[config.mk]
export PLATFORM = sky130hd
export DESIGN_NAME = prio_arbiter
export DESIGN_NICKNAME = d
export VERILOG_FILES = /design/src/rtl/arb_pkg.sv /design/src/rtl/prio_enc_masked.sv /design/src/rtl/prio_arbiter.sv
export SDC_FILE = /design/constraint.sdc
export NUM_CORES = 1
export LEC_CHECK = 0
export BUFFER_PORTS_ARGS = -buffer_cell sky130_fd_sc_hd__buf_2
export CORE_ASPECT_RATIO = 0.8
export CORE_MARGIN = 2
export CORE_UTILIZATION = 55
export DETAILED_ROUTE_END_ITERATION = 12
export PLACE_DENSITY = 0.78
export SLEW_MARGIN = 20
export SYNTH_ARGS = -nofsm -noshare
export SYNTH_HDL_FRONTEND = slang
export SYNTH_SLANG_ARGS = --single-unit
[constraint.sdc]
create_clock -name clk -period 9.3 [get_ports clk]
set_clock_uncertainty 0.2 [all_clocks]
set_input_delay 0.93 -clock clk [delete_from_list [all_inputs] [get_ports clk]]
set_output_delay 0.93 -clock clk [all_outputs]
set_load 0.01 [all_outputs]
[src/rtl/arb_pkg.sv]
// Shared types and constants for the priority arbiter.
package arb_pkg;

    typedef enum logic [0:0] {
        IDLE  = 1'b0,
        GRANT = 1'b1
    } arb_state_e;

    localparam logic MODE_FIXED = 1'b0;
    localparam logic MODE_RR    = 1'b1;

endpackage

[src/rtl/prio_enc_masked.sv]
// Combinational priority encoder: finds the first set request searching
// downward from a start index, wrapping from 0 back to N-1.
module prio_enc_masked #(
    parameter int N = 8,
    parameter int W = $clog2(N)
) (
    input  logic [N-1:0] req,
    input  logic [W-1:0] start,
    output logic         found,
    output logic [W-1:0] idx
);

    logic [2*N-1:0] dbl_s;

    assign dbl_s = {req, req};

    // Window start+1 .. start+N of the doubled vector covers every requester
    // once, with start itself at the top; the highest set bit there wins.
    always_comb begin
        found = 1'b0;
        idx   = '0;
        for (int j = 0; j < 2 * N; j++) begin
            if (dbl_s[j] && (j > int'(start)) && (j <= int'(start) + N)) begin
                found = 1'b1;
                idx   = (j >= N) ? W'(j - N) : W'(j);
            end else begin
                found = found;
            end
        end
    end

endmodule

[src/rtl/prio_arbiter.sv]
// Registered N-way arbiter, fixed-priority or round-robin, with a
// valid/ready grant handshake that holds the winner until accepted.
module prio_arbiter
    import arb_pkg::*;
#(
    parameter int N = 8,
    parameter int W = $clog2(N)
) (
    input  logic         clk,
    input  logic         rst,
    input  logic [N-1:0] req,
    input  logic         mode,
    input  logic         gnt_ready,
    output logic         gnt_valid,
    output logic [W-1:0] gnt_idx,
    output logic [N-1:0] gnt_onehot
);

    localparam logic [W-1:0] LAST_IDX = W'(N - 1);
    localparam logic [N-1:0] ONE_HOT0 = {{(N-1){1'b0}}, 1'b1};

    arb_state_e   state_q, state_d;
    logic [W-1:0] ptr_q, ptr_d;
    logic         gnt_valid_q, gnt_valid_d;
    logic [W-1:0] gnt_idx_q, gnt_idx_d;
    logic [N-1:0] gnt_onehot_q, gnt_onehot_d;

    logic         accept_s;
    logic [W-1:0] ptr_post_s;
    logic [W-1:0] start_s;
    logic         enc_found_s;
    logic [W-1:0] enc_idx_s;

    assign accept_s = gnt_valid_q & gnt_ready;

    // Pointer as it stands after this cycle's accept; the re-arbitration
    // in the same cycle must already search from it.
    always_comb begin
        ptr_post_s = ptr_q;
        if (accept_s && (mode == MODE_RR)) begin
            ptr_post_s = (gnt_idx_q == '0) ? LAST_IDX : gnt_idx_q - W'(1);
        end else begin
            ptr_post_s = ptr_q;
        end
    end

    assign start_s = (mode == MODE_FIXED) ? LAST_IDX : ptr_post_s;

    prio_enc_masked #(.N(N), .W(W)) u_enc (
        .req   (req),
        .start (start_s),
        .found (enc_found_s),
        .idx   (enc_idx_s)
    );

    // Next-state and next-output logic.
    always_comb begin
        state_d      = state_q;
        ptr_d        = ptr_q;
        gnt_valid_d  = gnt_valid_q;
        gnt_idx_d    = gnt_idx_q;
        gnt_onehot_d = gnt_onehot_q;
        case (state_q)
            IDLE: begin
                if (enc_found_s) begin
                    state_d      = GRANT;
                    gnt_valid_d  = 1'b1;
                    gnt_idx_d    = enc_idx_s;
                    gnt_onehot_d = ONE_HOT0 << enc_idx_s;
                end else begin
                    gnt_valid_d  = 1'b0;
                    gnt_idx_d    = '0;
                    gnt_onehot_d = '0;
                end
            end
            GRANT: begin
                if (accept_s) begin
                    ptr_d = ptr_post_s;
                    if (enc_found_s) begin
                        gnt_idx_d    = enc_idx_s;
                        gnt_onehot_d = ONE_HOT0 << enc_idx_s;
                    end else begin
                        state_d      = IDLE;
                        gnt_valid_d  = 1'b0;
                        gnt_idx_d    = '0;
                        gnt_onehot_d = '0;
                    end
                end else begin
                    state_d = GRANT;
                end
            end
            default: begin
                state_d      = IDLE;
                ptr_d        = LAST_IDX;
                gnt_valid_d  = 1'b0;
                gnt_idx_d    = '0;
                gnt_onehot_d = '0;
            end
        endcase
    end

    // State, pointer and output registers.
    always_ff @(posedge clk) begin
        if (rst) begin
            state_q      <= IDLE;
            ptr_q        <= LAST_IDX;
            gnt_valid_q  <= 1'b0;
            gnt_idx_q    <= '0;
            gnt_onehot_q <= '0;
        end else begin
            state_q      <= state_d;
            ptr_q        <= ptr_d;
            gnt_valid_q  <= gnt_valid_d;
            gnt_idx_q    <= gnt_idx_d;
            gnt_onehot_q <= gnt_onehot_d;
        end
    end

    assign gnt_valid  = gnt_valid_q;
    assign gnt_idx    = gnt_idx_q;
    assign gnt_onehot = gnt_onehot_q;

endmodule

Word level (Yosys, flattened, before mapping)
Cells that the tools add are included.

operators by class
  order comparisons = 22
  add/subtract/negate cells = 2
  equal/unequal tests = 2
  muxes and demuxes = 45
  shift operators = 1
  reductions and logical operators = 26
  bitwise operators = 2

operators by type and width
  kind                                                             number
  less-or-equal comparator 5 x 32 -> 1 bit (first input constant)  8
  less-or-equal comparator 4 x 32 -> 1 bit (first input constant)  4
  less-or-equal comparator 3 x 32 -> 1 bit (first input constant)  2
  2-to-1 mux 3 bit                                                 19
  less-or-equal comparator 2 x 32 -> 1 bit (first input constant)  1
  logical AND 1 bit                                                23
  2-to-1 mux 1 bit                                                 20
  2-to-1 mux 8 bit                                                 2
  one-hot mux 8 bit (2 select lines)                               1
  greater-than comparator 3 bit (first input constant)             4
  << shifter 1 x 3 -> 8 bit (first input constant)                 1
  greater-than comparator 2 x 3 -> 1 bit (first input constant)    2
  one-hot mux 3 bit (2 select lines)                               1
  adder 3 x 4 -> 5 bit (second input constant)                     1
  one-hot mux 1 bit (2 select lines)                               2
  AND reduction 2 bit                                              2
  greater-than comparator 1 x 3 -> 1 bit (first input constant)    1
  zero test 3 bit                                                  1
  subtractor 3 x 1 -> 3 bit (second input constant)                1
  inequality test 2 x 1 -> 1 bit (second input constant)           1
  inequality test 2 bit (second input constant)                    1
  bitwise AND 1 bit                                                1
  NOT 1 bit                                                        1

storage, ports and cells
  logic and storage cells = 105
  output and inout port bits = 12
  register bits = 16
  input bits = 12

Depth between registers and ports, before layout
  depth after elaboration = 26
  depth in mapped cells = 11
  gate-level depth less buffers = 10

Cells and area by module
From an unflattened synthesis, not the netlist that was laid out.

second synthesis, totals
  cells, all modules = 138
  area total of the unflattened synthesis = 1038.5 um^2

modules (own cells, without submodules)
  module           instances  seq. area each (um^2)  cells each  area an instance (um^2)
  prio_arbiter     1          320.3                  87          730.7
  prio_enc_masked  1          0.0                    51          307.8

Least setup slack after synthesis
Ideal clock, no wire load.

  path type = input to register
  from = in mode
  to = reg gnt_onehot_q[2] (netlist: gnt_onehot[2])
  library setup time = 0.117 ns
  data arrival time = 2.810 ns
  required time = 8.983 ns
  cell stages on the path = 8
  setup slack = 6.173 ns
  path buffers = 1
  cells stage by stage = buf_4 > nand4_1 > o21ai_0 > o21a_1 > or4b_1 > and3_2 > o211a_2 > a22o_2

on the way
  cells in the longest elaborated chain, start to end = 25
  elaborated cells on any way between the ends = 82
  those cells by class = add/sub: 1; order compare: 22; shift: 1; mux: 35; reduce/logical: 23

ends and longest elaborated chain
  what                                                                                   RTL line                                RTL
  from (decl)                                                                            prio_arbiter.sv:12                      input logic mode,
  logical AND 1 bit                                                                      prio_arbiter.sv:40                      if (accept_s && (mode == MODE_RR)) begin
  2-to-1 mux 3 bit                                                                       prio_arbiter.sv:40
  2-to-1 mux 3 bit (*)                                                                   prio_arbiter.sv:47                      assign start_s = (mode == MODE_FIXED) ? LAST_IDX : ptr_post_s;
  adder 3 x 4 -> 5 bit / greater-than comparator 1 x 3 -> 1 bit (equally long branches)  prio_enc_masked.sv:23                   if (dbl_s[j] && (j > int'(start)) && (j <= int'(start) + N)) begin
  less-or-equal comparator 2 x 32 -> 1 bit / logical AND 1 bit (equally long branches)   prio_enc_masked.sv:23
  logical AND 1 bit                                                                      prio_enc_masked.sv:23
  2-to-1 mux 1 bit                                                                       prio_enc_masked.sv:23
  2-to-1 mux 3 bit (14 in a row)                                                         prio_enc_masked.sv:23
  << shifter 1 x 3 -> 8 bit                                                              prio_arbiter.sv:69, prio_arbiter.sv:81
  2-to-1 mux 8 bit (*)                                                                   prio_arbiter.sv:65, prio_arbiter.sv:79
  2-to-1 mux 8 bit                                                                       prio_arbiter.sv:77                      if (accept_s) begin
  one-hot mux 8 bit (2 select lines) (*)                                                 prio_arbiter.sv:63                      case (state_q)
  to (signal assigned)                                                                   prio_arbiter.sv:115                     gnt_onehot_q <= gnt_onehot_d;
  to (decl)                                                                              prio_arbiter.sv:26                      logic [N-1:0] gnt_onehot_q, gnt_onehot_d;

Every way passes the cells marked *; elsewhere a longest branch is shown, timed or not. The select of a mux whose other input is x is not followed.
A chain may end at the register's enable or synchronous reset.

Worst setup path in the final report
  from = reg gnt_idx_q[0] (netlist: gnt_idx[0])
  to = reg gnt_onehot_q[4] (netlist: gnt_onehot[4])

on the way
  cells in the longest elaborated chain, start to end = 26
  elaborated cells on any way between the ends = 84
  those cells by class = add/sub: 2; order compare: 22; shift: 1; mux: 36; reduce/logical: 23

ends and longest elaborated chain
  what                                                                                   RTL line                                RTL
  from (decl)                                                                            prio_arbiter.sv:25                      logic [W-1:0] gnt_idx_q, gnt_idx_d;
  from (signal assigned)                                                                 prio_arbiter.sv:114                     gnt_idx_q <= gnt_idx_d;
  subtractor 3 x 1 -> 3 bit / zero test 3 bit (equally long branches)                    prio_arbiter.sv:41                      ptr_post_s = (gnt_idx_q == '0) ? LAST_IDX : gnt_idx_q - W'(1);
  2-to-1 mux 3 bit (*)                                                                   prio_arbiter.sv:41
  2-to-1 mux 3 bit (*)                                                                   prio_arbiter.sv:40
  2-to-1 mux 3 bit (*)                                                                   prio_arbiter.sv:47
  adder 3 x 4 -> 5 bit / greater-than comparator 1 x 3 -> 1 bit (equally long branches)  prio_enc_masked.sv:23
  less-or-equal comparator 2 x 32 -> 1 bit / logical AND 1 bit (equally long branches)   prio_enc_masked.sv:23
  logical AND 1 bit                                                                      prio_enc_masked.sv:23
  2-to-1 mux 1 bit                                                                       prio_enc_masked.sv:23
  2-to-1 mux 3 bit (14 in a row)                                                         prio_enc_masked.sv:23
  << shifter 1 x 3 -> 8 bit                                                              prio_arbiter.sv:69, prio_arbiter.sv:81
  2-to-1 mux 8 bit (*)                                                                   prio_arbiter.sv:65, prio_arbiter.sv:79
  2-to-1 mux 8 bit                                                                       prio_arbiter.sv:77
  one-hot mux 8 bit (2 select lines) (*)                                                 prio_arbiter.sv:63

Marks and branches as above.

==> key figures <==
Timing
  – Setup repair after global routing missed its margin: false
  – WHS: 260 ps
  – Final Critical Period: 3360 ps
  – Tcrit/Tclk final: 36.1%
  – Max Transition Viols Final: 0
  – Worst slew margin relative to its limit: 64.0%
  – Setup TNS: 0 ps
  – Upper clock frequency limit: 298 MHz
  – Final hold vios: 0
  – Worst Tran Pin Value: 526 ps
  – Final setup vio count: 0

Detailed routing
  – Routed vias/inst: 6.59
  – WL final: 3.09 mm
  – Wire length on met1: 1.42 mm
  – Drt pass-1 iters: 4
  – Routed Antenna Nets: 0
  – DR iter-0 viols: 52
  – DRC: 0
  – Metal2 WL: 1.45 mm
  – Top Metal Used: met3
  – DR WL/cell: 15.9 um
  – DR WL met3: 221 um
  – Total vias in the final route: 1279

Power
  – Clock Power Share: 26.3%
  – Reg power frac: 43.6%
  – Internal power: 0.000117 W
  – Comb pwr share: 30.2%
  – Pwr dens: 130 nW/um^2
  – Pleak: 0.540 nW
  – Worst VDD drop: 123 uV
  – Net Sw Frac: 33.0%
  – NetSw: 0.0000577 W

Cells and area
  – Commonest non-fill, non-tap cell in the layout: buf_2
  – Nets: 184
  – Commonest non-fill, non-tap cells in the layout: 23 x buf_2, 16 x dfxtp_1, 13 x nor2_1
  – ANT cells: 0
  – Share of layout cells above drive strength 1: 24.9%
  – Layout fillers: 190
  – Area Overhead vs Synth: 12.4%

GRT
  – Number of global-route vias before repair: 1053
  – Gr usage total: 24.7%
  – Antenna violations before repair: 0
  – Largest net degree at the start of global routing: 12
  – Grt ovf: 0
  – First-pass GRT wire length: 4.85 mm

Yosys
  – Cell Area, Synth: 1200 sq um
  – Syn Area/Cell: 8.18 sq um
  – Synth warnings: 0
  – Synth Net Count: 161
  – Post-Synthesis Cells: 147
  – EDFF count, synth: 0
  – Main synth FF type: dfxtp_1
  – Ys async rst share: 0%
  – Sequential element share of the synthesized area: 26.6%
  – Yosys cell types: 55
  – Synthesized flop and latch total: 16

Floorplanning
  – Core Box Area: 2100 sq um
  – Die area: 2580 sq um
  – Site row count: 15
  – Die height: 45.8 um
  – DIE WIDTH: 56.3 um
  – I/O Pins: 24
  – Initial core utilization: 57.2%

Run status
  – Outcome: completed

Clocking
  – # Post-CTS Setup Buffers: 0
  – Clk_lat worst skew: 290 ps
  – CTS tree: done
  – Clock Sinks: 16
  – # hold bufs at CTS: 0
  – H-tree levels: 1
  – Clock slew at reported path FFs: 100 ps
  – Clock buffer depth: 2
  – CTS root buffer: clkbuf_4
  – Cts bufs inserted: 3
  – Post_cts resized: 0

Job
  – Max-Cap Viols: 0

Worst setup path
  – Largest fanout on the critical path: 11
  – Crit-path slowest cell: or4b_1
  – WS Path Type: flip-flop to flip-flop
  – Cells along the critical path: inv_1, ha_1, ha_1, nand3b_1, and3_4, o21a_1, or4b_1, and3_2, o211ai_1, o21ai_0
  – Worst Setup End Kind: flip-flop
  – CP required: 9270 ps
  – Worst path max stage delay: 530 ps
  – Worst Setup Start Kind: flip-flop
  – Worst Path Arrival: 3330 ps
  – CP dominant cell by count: ha_1

Hold path
  – Hold Crit Class: flip-flop to flip-flop

Placed design
  – IO Port Bufs: 23
  – Routability Congestion: 0.944
  – Post-DP HPWL: 2.48 mm
==> cells in the mapped netlist, types with 3 or more instances <==
master    instances  area [sq um]
a211oi_1          3          22.5
nor2_1           13          48.8
a31oi_1           3          18.8
nand3_1           8          40.0
a211o_1           5          43.8
nor3_1            4          20.0
dfxtp_1          16           320
o211ai_1          3          22.5
o21ai_0           7          35.0
inv_1            10          37.5
or3_1             5          31.3
nand2_1          11          41.3
nor4_1            3          18.8
a22o_1            3          26.3
==> area by class of cell <==
type,instances,area [sq um],share of cell area [%]
tap,25,31.3,2.31
inverter,10,37.5,2.78
clock buffer,4,36.3,2.69
multi-input combinational,116,811,60.0
sequential,16,320,23.7
timing repair buffer,23,115,8.52
==> per-layer routing <==
| metal | global-route usage [%] | vias up |
|---|---|---|
| li1 | - | 623 |
| met1 | 32.3 | 608 |
| met2 | 44.2 | 48 |
| met3 | 5.97 | 0 |
| met4 | 1.43 | 0 |
| met5 | 0 | - |
==> cell families after synthesis <==
logic type / count (synthesis) / synth area share (%)
buf+inv: 15 / 5.93
compound gates: 51 / 36.2
flops: 16 / 26.6
fa+ha+maj: 2 / 2.08
mux: 1 / 0.832
simple gates: 62 / 28.3
==> final timing paths <==
kind / start / endpoint / slack, ps / cells past startpoint
worst max-delay path: gnt_idx[0] / gnt_onehot[4] / 5940 / 10
worst min-delay path: gnt_onehot[4] / gnt_onehot[4] / 260 / 2
worst min register to register: gnt_onehot[4] / gnt_onehot[4] / 260 / 2
worst max register to register: gnt_idx[0] / gnt_onehot[4] / 5940 / 10
==> stage by stage <==
stage | power [W] | instances | util (%) | setup WS (ps) | cell area [sq um]
2_1_floorplan | 0.000115 | 147 | - | 6170 | 1200
3_3_place_gp | 0.000129 | 190 | 62.6 | 5800 | 1320
3_5_place_dp | 0.000130 | 190 | 62.6 | 5810 | 1320
4_1_cts | 0.000175 | 194 | 64.3 | 5960 | 1350
5_1_grt | 0.000185 | 194 | 64.3 | 5820 | 1350
6_report | 0.000175 | 194 | 64.3 | 5940 | 1350
==> sequential cells by signal, summed over array words and instances, names as in the netlist <==
signal,flops
state_q,1
gnt_idx,3
gnt_onehot,8
ptr_q,3
gnt_valid,1
==> power by group through the flow <==
stage	Clock [W]	Combinational [W]	Sequential, W
2_1_floorplan	0	0.0000361	0.0000785
3_3_place_gp	0	0.0000515	0.0000775
3_5_place_dp	0	0.0000521	0.0000777
4_1_cts	0.0000465	0.0000523	0.0000761
5_1_grt	0.0000501	0.0000576	0.0000769
6_report	0.0000460	0.0000528	0.0000763
==> worst max-delay path, delay by kind of cell, from the launching register on <==
kind	cells	cell delay [ps]
buffers and inverters	1	80
AOI/OAI and AO/OA	3	760
adders and majority gates	2	530
DFF	1	380
and+or+nand+nor	4	1290
(Power assumes the default switching activity.)
